## src/rtl/if_id_fetch_stage.sv

```systemverilog
// if_id_fetch_stage: LEGv8 instruction fetch with req/ack memory handshake, IF/ID register, skid buffer and redirect drain.
module if_id_fetch_stage #(
  parameter int ADDR_W = 64,
  parameter int INSTR_W = 32,
  parameter logic [ADDR_W-1:0] RESET_PC = '0
) (
  input  logic               clk,
  input  logic               reset,
  output logic               imem_req,
  output logic [ADDR_W-1:0]  imem_addr,
  input  logic               imem_ack,
  input  logic [INSTR_W-1:0] imem_rdata,
  input  logic               br_taken,
  input  logic [ADDR_W-1:0]  br_target,
  input  logic               id_stall,
  output logic               if_id_valid,
  output logic [INSTR_W-1:0] if_id_instr,
  output logic [ADDR_W-1:0]  if_id_pc,
  output logic [10:0]        opcode
);
  typedef enum logic [1:0] {IDLE, FETCH, HOLD, DRAIN} state_t;
  state_t state_q, state_d;
  logic [ADDR_W-1:0] pc_q, pc_d, drain_addr_q, drain_addr_d, if_id_pc_q, if_id_pc_d, skid_pc_q, skid_pc_d;
  logic [INSTR_W-1:0] if_id_instr_q, if_id_instr_d, skid_instr_q, skid_instr_d;
  logic if_id_valid_q, if_id_valid_d, skid_valid_q, skid_valid_d;
  logic free;
  assign imem_req = state_q == FETCH || state_q == DRAIN;
  // DRAIN keeps presenting the abandoned address while pc already holds the redirect target
  assign imem_addr = state_q == DRAIN ? drain_addr_q : pc_q;
  assign if_id_valid = if_id_valid_q;
  assign if_id_instr = if_id_instr_q;
  assign if_id_pc = if_id_pc_q;
  assign opcode = if_id_instr_q[31:21];
  assign free = !if_id_valid_q || !id_stall;
  always_comb begin
    state_d = state_q;
    pc_d = pc_q;
    drain_addr_d = drain_addr_q;
    if_id_valid_d = if_id_valid_q && id_stall;
    if_id_instr_d = if_id_instr_q;
    if_id_pc_d = if_id_pc_q;
    skid_valid_d = skid_valid_q;
    skid_instr_d = skid_instr_q;
    skid_pc_d = skid_pc_q;
    if (state_q == IDLE) begin
      state_d = FETCH;
    end else if (br_taken) begin
      pc_d = br_target & ~ADDR_W'(3);
      if_id_valid_d = 1'b0;
      skid_valid_d = 1'b0;
      state_d = imem_req && !imem_ack ? DRAIN : FETCH;
      drain_addr_d = imem_addr;
    end else if (state_q == FETCH && imem_ack) begin
      pc_d = pc_q + ADDR_W'(4);
      if (free) begin
        if_id_valid_d = 1'b1;
        if_id_instr_d = imem_rdata;
        if_id_pc_d = pc_q;
      end else begin
        skid_valid_d = 1'b1;
        skid_instr_d = imem_rdata;
        skid_pc_d = pc_q;
        state_d = HOLD;
      end
    end else if (state_q == HOLD && !id_stall) begin
      if_id_valid_d = 1'b1;
      if_id_instr_d = skid_instr_q;
      if_id_pc_d = skid_pc_q;
      skid_valid_d = 1'b0;
      skid_instr_d = '0;
      skid_pc_d = '0;
      state_d = FETCH;
    end else if (state_q == DRAIN && imem_ack) begin
      state_d = FETCH;
    end
  end
  always_ff @(posedge clk or posedge reset) begin
    if (reset) begin
      state_q <= IDLE;
      pc_q <= RESET_PC & ~ADDR_W'(3);
      drain_addr_q <= '0;
      if_id_valid_q <= 1'b0;
      if_id_instr_q <= '0;
      if_id_pc_q <= '0;
      skid_valid_q <= 1'b0;
      skid_instr_q <= '0;
      skid_pc_q <= '0;
    end else begin
      state_q <= state_d;
      pc_q <= pc_d;
      drain_addr_q <= drain_addr_d;
      if_id_valid_q <= if_id_valid_d;
      if_id_instr_q <= if_id_instr_d;
      if_id_pc_q <= if_id_pc_d;
      skid_valid_q <= skid_valid_d;
      skid_instr_q <= skid_instr_d;
      skid_pc_q <= skid_pc_d;
    end
  end
endmodule

```

## config.mk

```make
export PLATFORM = sky130hd
export DESIGN_NAME = if_id_fetch_stage
export DESIGN_NICKNAME = d
export VERILOG_FILES = /design/src/rtl/if_id_fetch_stage.sv
export SDC_FILE = /design/constraint.sdc
export NUM_CORES = 1
export LEC_CHECK = 0
export CAP_MARGIN = 30
export CORE_MARGIN = 8
export CORE_UTILIZATION = 33
export DETAILED_ROUTE_END_ITERATION = 7
export DONT_BUFFER_PORTS = 1
export PLACE_DENSITY = 0.54
export SYNTH_ARGS = -nofsm -noshare
export SYNTH_HDL_FRONTEND = slang
export SYNTH_SLANG_ARGS = --single-unit
```

## constraint.sdc

```tcl
create_clock -name clk -period 30.1 [get_ports clk]
set_clock_uncertainty 0.1 [all_clocks]
set_input_delay 9.03 -clock clk [delete_from_list [all_inputs] [get_ports clk]]
set_output_delay 9.03 -clock clk [all_outputs]
set_load 0.01 [all_outputs]
```

# Word-level counts from Yosys, hierarchy flattened
# Cells that the tools add are included.
# totals
regBits,323
input_bits,101
out_inout_bits,173
# op_classes
add_sub_neg,1
n_eq_ne,6
mux,27
n_bitwise,2
reduce_logical,19
# ops
op,count
two-way mux 64 bit,9
two-way mux 32 bit,6
"adder 64 x 3 -> 64 bit, second input constant",1
two-way mux 2 bit,7
AND reduction 4 bit,2
AND reduction 2 bit,3
logical AND 1 bit,5
two-way mux 1 bit,5
nonzero test 5 bit,1
"equality test 2 bit, second input constant",2
"!= test 2 bit, second input constant",2
"!= test 4 bit, second input constant",1
nonzero test 2 bit,2
logical NOT 1 bit,3
"equality test 2 x 1 -> 1 bit, second input constant",1
logical NOT 2 bit,1
logical OR 1 bit,2
inverter 1 bit,2

# Depth between registers and ports, before layout
# Gate-level depths: netlist (run 1).
# depth
word_depth,7
ltp_mapped,10
ltp_nobuf,7

# Least setup slack after synthesis (run 1)
# Ideal clock, no wire load.
# synth_path
kind,input to register
startpoint,in imem_ack
endpoint,reg drain_addr_q[10]
setup_time_ps,125
arrival_time_ps,10538
setup_slack_ps,19338
cell_stages,6
cell_sequence,nor2b_1 > o22ai_1 > nor2_1 > clkbuf_1 > buf_2 > mux2_2
# synth_rtl
element,line,rtl
from (decl),11,"input logic imem_ack,"
to (signal assigned),91,drain_addr_q <= drain_addr_d;
to (decl),23,"logic [ADDR_W-1:0] pc_q, pc_d, drain_addr_q, drain_addr_d, if_id_pc_q, if_id_pc_d, skid_pc_q, skid_pc_d;"

# Worst setup path after layout (run 1)
# layout_path
startpoint,reg state_q[0]
endpoint,out imem_addr[33]
# layout_via
elab_chain_cells,2
# layout_lines
element,line,rtl
from (decl),22,"state_t state_q, state_d;"
from (signal assigned),89,state_q <= state_d;
equality test 2 bit,29,assign imem_addr = state_q == DRAIN ? drain_addr_q : pc_q;
two-way mux 64 bit,29,
to (decl),10,"output logic [ADDR_W-1:0] imem_addr,"
# No other way between the ends.

==> results of run 1 <==
Yosys cell counts, types with 9 or more instances:
cell type | n | share of area (%)
mux2_2 | 125 | 9.3
nor4_1 | 12 | 0.49
o21ai_0 | 49 | 1.6
buf_2 | 38 | 1.3
a32o_1 | 32 | 2.1
a31oi_1 | 101 | 4.2
nor2_1 | 144 | 3.6
clkbuf_1 | 92 | 2.3
nor3_1 | 29 | 0.95
inv_1 | 9 | 0.22
a22o_1 | 65 | 3.7
dfrtp_1 | 317 | 52
nand4_1 | 19 | 0.78
and3_1 | 19 | 0.78
buf_4 | 15 | 0.74
or3_1 | 13 | 0.53
o22ai_1 | 15 | 0.62
nand2_1 | 258 | 6.4
nand3_1 | 35 | 1.2
a21oi_1 | 48 | 1.6
cell families (layout without fill, tap and decap cells):
group                    after synthesis  after routing  synth area share [%]
flip-flops                           317            317                  52.2
AND/OR/NAND/NOR                      564            564                  16.6
AO/OA/AOI/OAI                        363            363                  16.7
multiplexers                         131            131                  9.65
buffers and inverters                163             96                  4.74
adder cells (fa/ha/maj)                1              1                0.0823
other                                  1              6                0.0247
power groups by stage:
stage | registers [mW] | logic [mW] | clock network [mW]
floorplan | 0.585 | 0.200 | 0
finish | 0.621 | 0.216 | 0.467
CTS | 0.622 | 0.219 | 0.481
detailed placement | 0.630 | 0.218 | 0
global placement | 0.626 | 0.211 | 0
global route | 0.636 | 0.242 | 0.496
metrics by stage:
step	area [µm²]	utilization [%]	power (mW)	cells	hold slack [ns]
global placement	15500	34.0	0.837	2003	0.373
detailed placement	15600	34.2	0.848	2007	0.381
floorplan	15200	-	0.785	1541	0.366
finish	16900	37.1	1.30	2078	0.388
global route	16900	37.1	1.37	2078	0.402
CTS	16800	37.0	1.32	2073	0.394
state kept, by name, summed over array words and instances (netlist names):
name	flops
skid_pc_q	62
if_id_valid	1
skid_instr_q	32
if_id_pc	62
pc_q	62
if_id_instr	32
state_q	2
drain_addr_q	64
routing by layer:
metal | share of wire (%) | GRT usage [%]
met2 | 44 | 26.0
met3 | 9.3 | 6.05
met1 | 44 | 23.2
met4 | 2.2 | 4.77
met5 | 0.13 | 0
how the worst max path moves through the flow:
stage / end / slack [ns] / cells past startpoint
CTS: if_id_pc[15] / 18.20 / 8
detailed placement: if_id_pc[15] / 17.62 / 8
finish: imem_addr[33] / 18.50 / 3
floorplan: drain_addr_q[0] / 12.20 / 1
global route: imem_addr[33] / 18.32 / 3
global placement: skid_pc_q[37] / 17.43 / 6
cell type report:
type | count | share of cell area, %
clock buffer | 58 | 6.75
multi-input combinational | 1061 | 39.3
clock inverter | 8 | 0.742
timing repair buffer | 20 | 1.31
sequential | 317 | 47.1
tap | 600 | 4.45
inverter | 10 | 0.267
antenna | 4 | 0.0594
==> impl_metrics.tcl, run 1 <==
set metrics [dict create \
    status "finished clean" \
    clock_path_buffers 3 \
    tns_ns 0 \
    tightest_slew_ns 0.907 \
    first_global_vias 11200 \
    cts_buffers 38 \
    final_cell_mix "317 x dfrtp_1, 256 x nand2_1, 142 x nor2_1" \
    ys_types 62 \
    multiInputGateArea_mm2 0.00663 \
    ctsHoldBuffers 0 \
    postCtsSetupBuffers 0 \
    path_class "reg -> out" \
    ys_seq_area_share_pct 52.2 \
    clk_pin_slew_ns 0.06 \
    pwr-share-comb_pct 16.6 \
    grt_start_max_net_pins 122 \
    crit_chain "nand2_4 -> buf_12 -> mux2_2" \
    wl_per_cell_um 22.7 \
    core_area_mm2 0.0455 \
    num_vias 11800 \
    endpoint_kind "output port" \
    synthCells 1540 \
    p_clk_share_pct 35.8 \
    initial_core_util_pct 33.4 \
    layout_commonest_cell "dfrtp_1" \
    hpwl_um 30700 \
    holdPathStages 1 \
    cp_slowest_cell "dfrtp_1" \
    worst_slack_ns 18.50 \
    power.static_leakage_nw 6.82 \
    fmax_ghz 0.0862 \
    wl_um 47200 \
    place_ws_ns 17.62 \
    cts_resized 0 \
    hold_start "skid_instr_q[29]" \
    final_max_slew_viol_count 0 \
    async_reset_ff_share_pct 100 \
    grt_setup_unrepaired "false" \
    place_congestion 0.814 \
    ys_warn_count 0 \
    synth_enable_flop_cells 0 \
    cp_max_fo 33 \
    critPathRequiredTime_ns 20.97 \
    internal_power_mw 0.902 \
    nFillCells 4538 \
    post-route-drc-count 0 \
    htreeDepth 2 \
    rows 78 \
    cp-start-kind "flip-flop" \
    slowest_delay_ns 0.73 \
    grt_overflow 0 \
    avgSynthCellArea_um2 9.87 \
    die_w_um 231 \
    vias_per_cell 5.67 \
    hold_viol 0 \
    hold_class "reg -> reg" \
    path_buf_inv 1 \
    cts_root_buf "clkbuf_16" \
    reg2reg_from "state_q[1]" \
    setup_violations 0 \
    numClockSinks 317 \
    whs_endpoint "skid_instr_q[29]" \
    reg2reg_slack_ns 26.66 \
    ios 274 \
    synthFlopType "dfrtp_1" \
    synth_seq_cells 317 \
    die_h_um 231 \
    worstRegToRegCells 6 \
    seqPwrFrac_pct 47.6 \
    period_needed_ns 11.60 \
    drt_first_pass_iters 5 \
    antenna_found_initial 9 \
    crit_family "flip-flops" \
    netlist_area_mm2 0.0152 \
    timing.rr.end "drain_addr_q[46]" \
    p_sw_mw 0.402 \
    p_per_area_mw_per_mm2 77.4 \
    startpoint "state_q[0]" \
    period_share_pct 38.5 \
    placement.io_buffers 0 \
    cp.arrival_ns 2.47 \
    drive_gt1_share_pct 15.3 \
    finalNetCount 1550 \
    cts_tree "done" \
    grt_use_total_pct 17.2 \
    die-area_mm2 0.0532 \
    ant_nets 0 \
    swShare_pct 30.8 \
    cap_viol_max_count 0 \
    vdd_drop_max_mv 0.0502 \
    clk_latency_ns 0.55 \
    syn_to_final_growth_pct 10.8 \
    seq_area_mm2 0.00793 \
    initialDrtViolationCount 998 \
    slew_headroom_pct 39.5 \
    grt_pass1_wl_um 72600 \
]
Note: power is estimated with default switching activity, not from simulation.
==> run 2: changes to the inputs <==
--- a/config.mk
+++ b/config.mk
@@ -10,7 +10,7 @@
 export CORE_UTILIZATION = 33
 export DETAILED_ROUTE_END_ITERATION = 7
 export DONT_BUFFER_PORTS = 1
-export PLACE_DENSITY = 0.54
+export PLACE_DENSITY = 0.55
 export SYNTH_ARGS = -nofsm -noshare
 export SYNTH_HDL_FRONTEND = slang
 export SYNTH_SLANG_ARGS = --single-unit
==> constraint.sdc (replaced) <==
create_clock -name clk -period 10.1 [get_ports clk]
set_clock_uncertainty 0.1 [all_clocks]
set_input_delay 3.03 -clock clk [delete_from_list [all_inputs] [get_ports clk]]
set_output_delay 3.03 -clock clk [all_outputs]
set_load 0.01 [all_outputs]
==> impl_metrics.tcl, run 2 (synthesis results as in run 1) <==
set metrics [dict create \
    endpoint_kind "flip-flop" \
    cts_root_buf "clkbuf_16" \
    cts_resized 0 \
    slew_headroom_pct 34.4 \
    ios 274 \
    grt_pass1_wl_um 73300 \
    final_cell_mix "317 x dfrtp_1, 256 x nand2_1, 142 x nor2_1" \
    nFillCells 4519 \
    num_vias 11700 \
    drive_gt1_share_pct 15.6 \
    cp_max_fo 63 \
    numClockSinks 317 \
    p_per_area_mw_per_mm2 230 \
    initial_core_util_pct 33.4 \
    status "finished clean" \
    cp-start-kind "primary input" \
    period_needed_ns 5.64 \
    placement.io_buffers 0 \
    cp.arrival_ns 6.01 \
    hpwl_um 31000 \
    largest_register "drain_addr_q" \
    power.static_leakage_nw 6.84 \
    cp_slowest_cell "and2_4" \
    cap_viol_max_count 0 \
    hold_class "reg -> reg" \
    crit_chain "nor2b_1 -> and2_4 -> a21oi_4 -> o21ai_4 -> buf_16 -> buf_4 -> a22o_1" \
    clock_path_buffers 3 \
    syn_to_final_growth_pct 11.1 \
    whs_ns 0.390 \
    wl_um 47100 \
    vias_per_cell 5.61 \
    finalNetCount 1551 \
    setup_violations 0 \
    period_share_pct 55.8 \
    vdd_drop_max_mv 0.140 \
    worst_slack_ns 4.46 \
    first_global_vias 11300 \
    rows 78 \
    clk_pin_slew_ns 0.06 \
    cts_buffers 38 \
    cts_tree "done" \
    path_class "in -> reg" \
    wl_per_cell_um 22.6 \
    place_congestion 0.817 \
    grt_overflow 0 \
    tightest_slew_ns 0.981 \
    core_area_mm2 0.0455 \
    grt_start_max_net_pins 171 \
    largest_reg_flops 64 \
    initialDrtViolationCount 951 \
    htreeDepth 2 \
    layout_commonest_cell "dfrtp_1" \
    ctsHoldBuffers 0 \
    ant_nets 0 \
    final_max_slew_viol_count 0 \
    post-route-drc-count 0 \
    die_h_um 231 \
    place_ws_ns 3.85 \
    grt_setup_unrepaired "false" \
    fmax_ghz 0.177 \
    die-area_mm2 0.0532 \
    slowest_delay_ns 0.63 \
    antenna_found_initial 7 \
    clk_latency_ns 0.55 \
    tns_ns 0 \
    hold_viol 0 \
    drt_first_pass_iters 5 \
    critPathRequiredTime_ns 10.47 \
    die_w_um 231 \
    postCtsSetupBuffers 0 \
    grt_use_total_pct 17.4 \
]
==> run 2: cell count changes in the layout (fill, tap and decap cells not counted), sizes merged <==
cell / change
clkbuf: -7
clkinv: +7
clkinvlp: +2
buf: +1
bufinv: +1
inv: -1
==> run 2: per-stage QoR <==
| stage | std cells | total power [mW] | utilization [%] | area [µm²] |
|---|---|---|---|---|
| finish | 2081 | 3.89 | 37.2 | 16900 |
| global route | 2080 | 4.10 | 37.2 | 16900 |
| CTS | 2076 | 3.94 | 37.1 | 16900 |
| detailed placement | 2008 | 2.53 | 34.3 | 15600 |
| global placement | 2003 | 2.50 | 34.0 | 15500 |
| floorplan | 1541 | 2.34 | - | 15200 |
==> run 2: path summary, 6_finish.rpt <==
kind,from,end,slack (ns),cells after the start
worst min register to register,skid_instr_q[14],skid_instr_q[14],0.39,1
worst min-delay path,skid_instr_q[14],skid_instr_q[14],0.39,1
worst max register to register,state_q[1],skid_instr_q[25],6.33,7
max in group asynchronous,reset,drain_addr_q[18],6.12,4
worst max-delay path,imem_ack,skid_pc_q[58],4.46,7
min in group asynchronous,reset,if_id_pc[50],2.24,2
==> run 2: area by class of cell <==
class	count	area (µm²)	area share [%]
multi-input combinational	1061	6630	39.2
inverter	10	41.3	0.244
sequential	317	7930	46.9
antenna	4	10.0	0.0592
tap	600	751	4.44
clock inverter	17	194	1.15
clock buffer	51	1070	6.34
timing repair buffer	21	268	1.58
==> run 2: power by group <==
part           switching (mW)  internal (mW)
clock network           0.548          0.847
logic                   0.350          0.293
registers               0.304           1.55
==> run 2: routing by layer <==
metal / global-route usage (%) / wire (µm) / up-vias
li1: - / - / 5368
met1: 23.1 / 20100 / 5850
met2: 26.8 / 21600 / 388
met3: 6.11 / 4460 / 64
met4: 4.41 / 851 / 8
met5: 0 / 59 / -
==> run 2: worst max-delay path: cells and delay by family <==
kind	cells	cell delay, ns
compound gates	3	1.00
buf+inv	2	0.82
simple gates	2	1.03
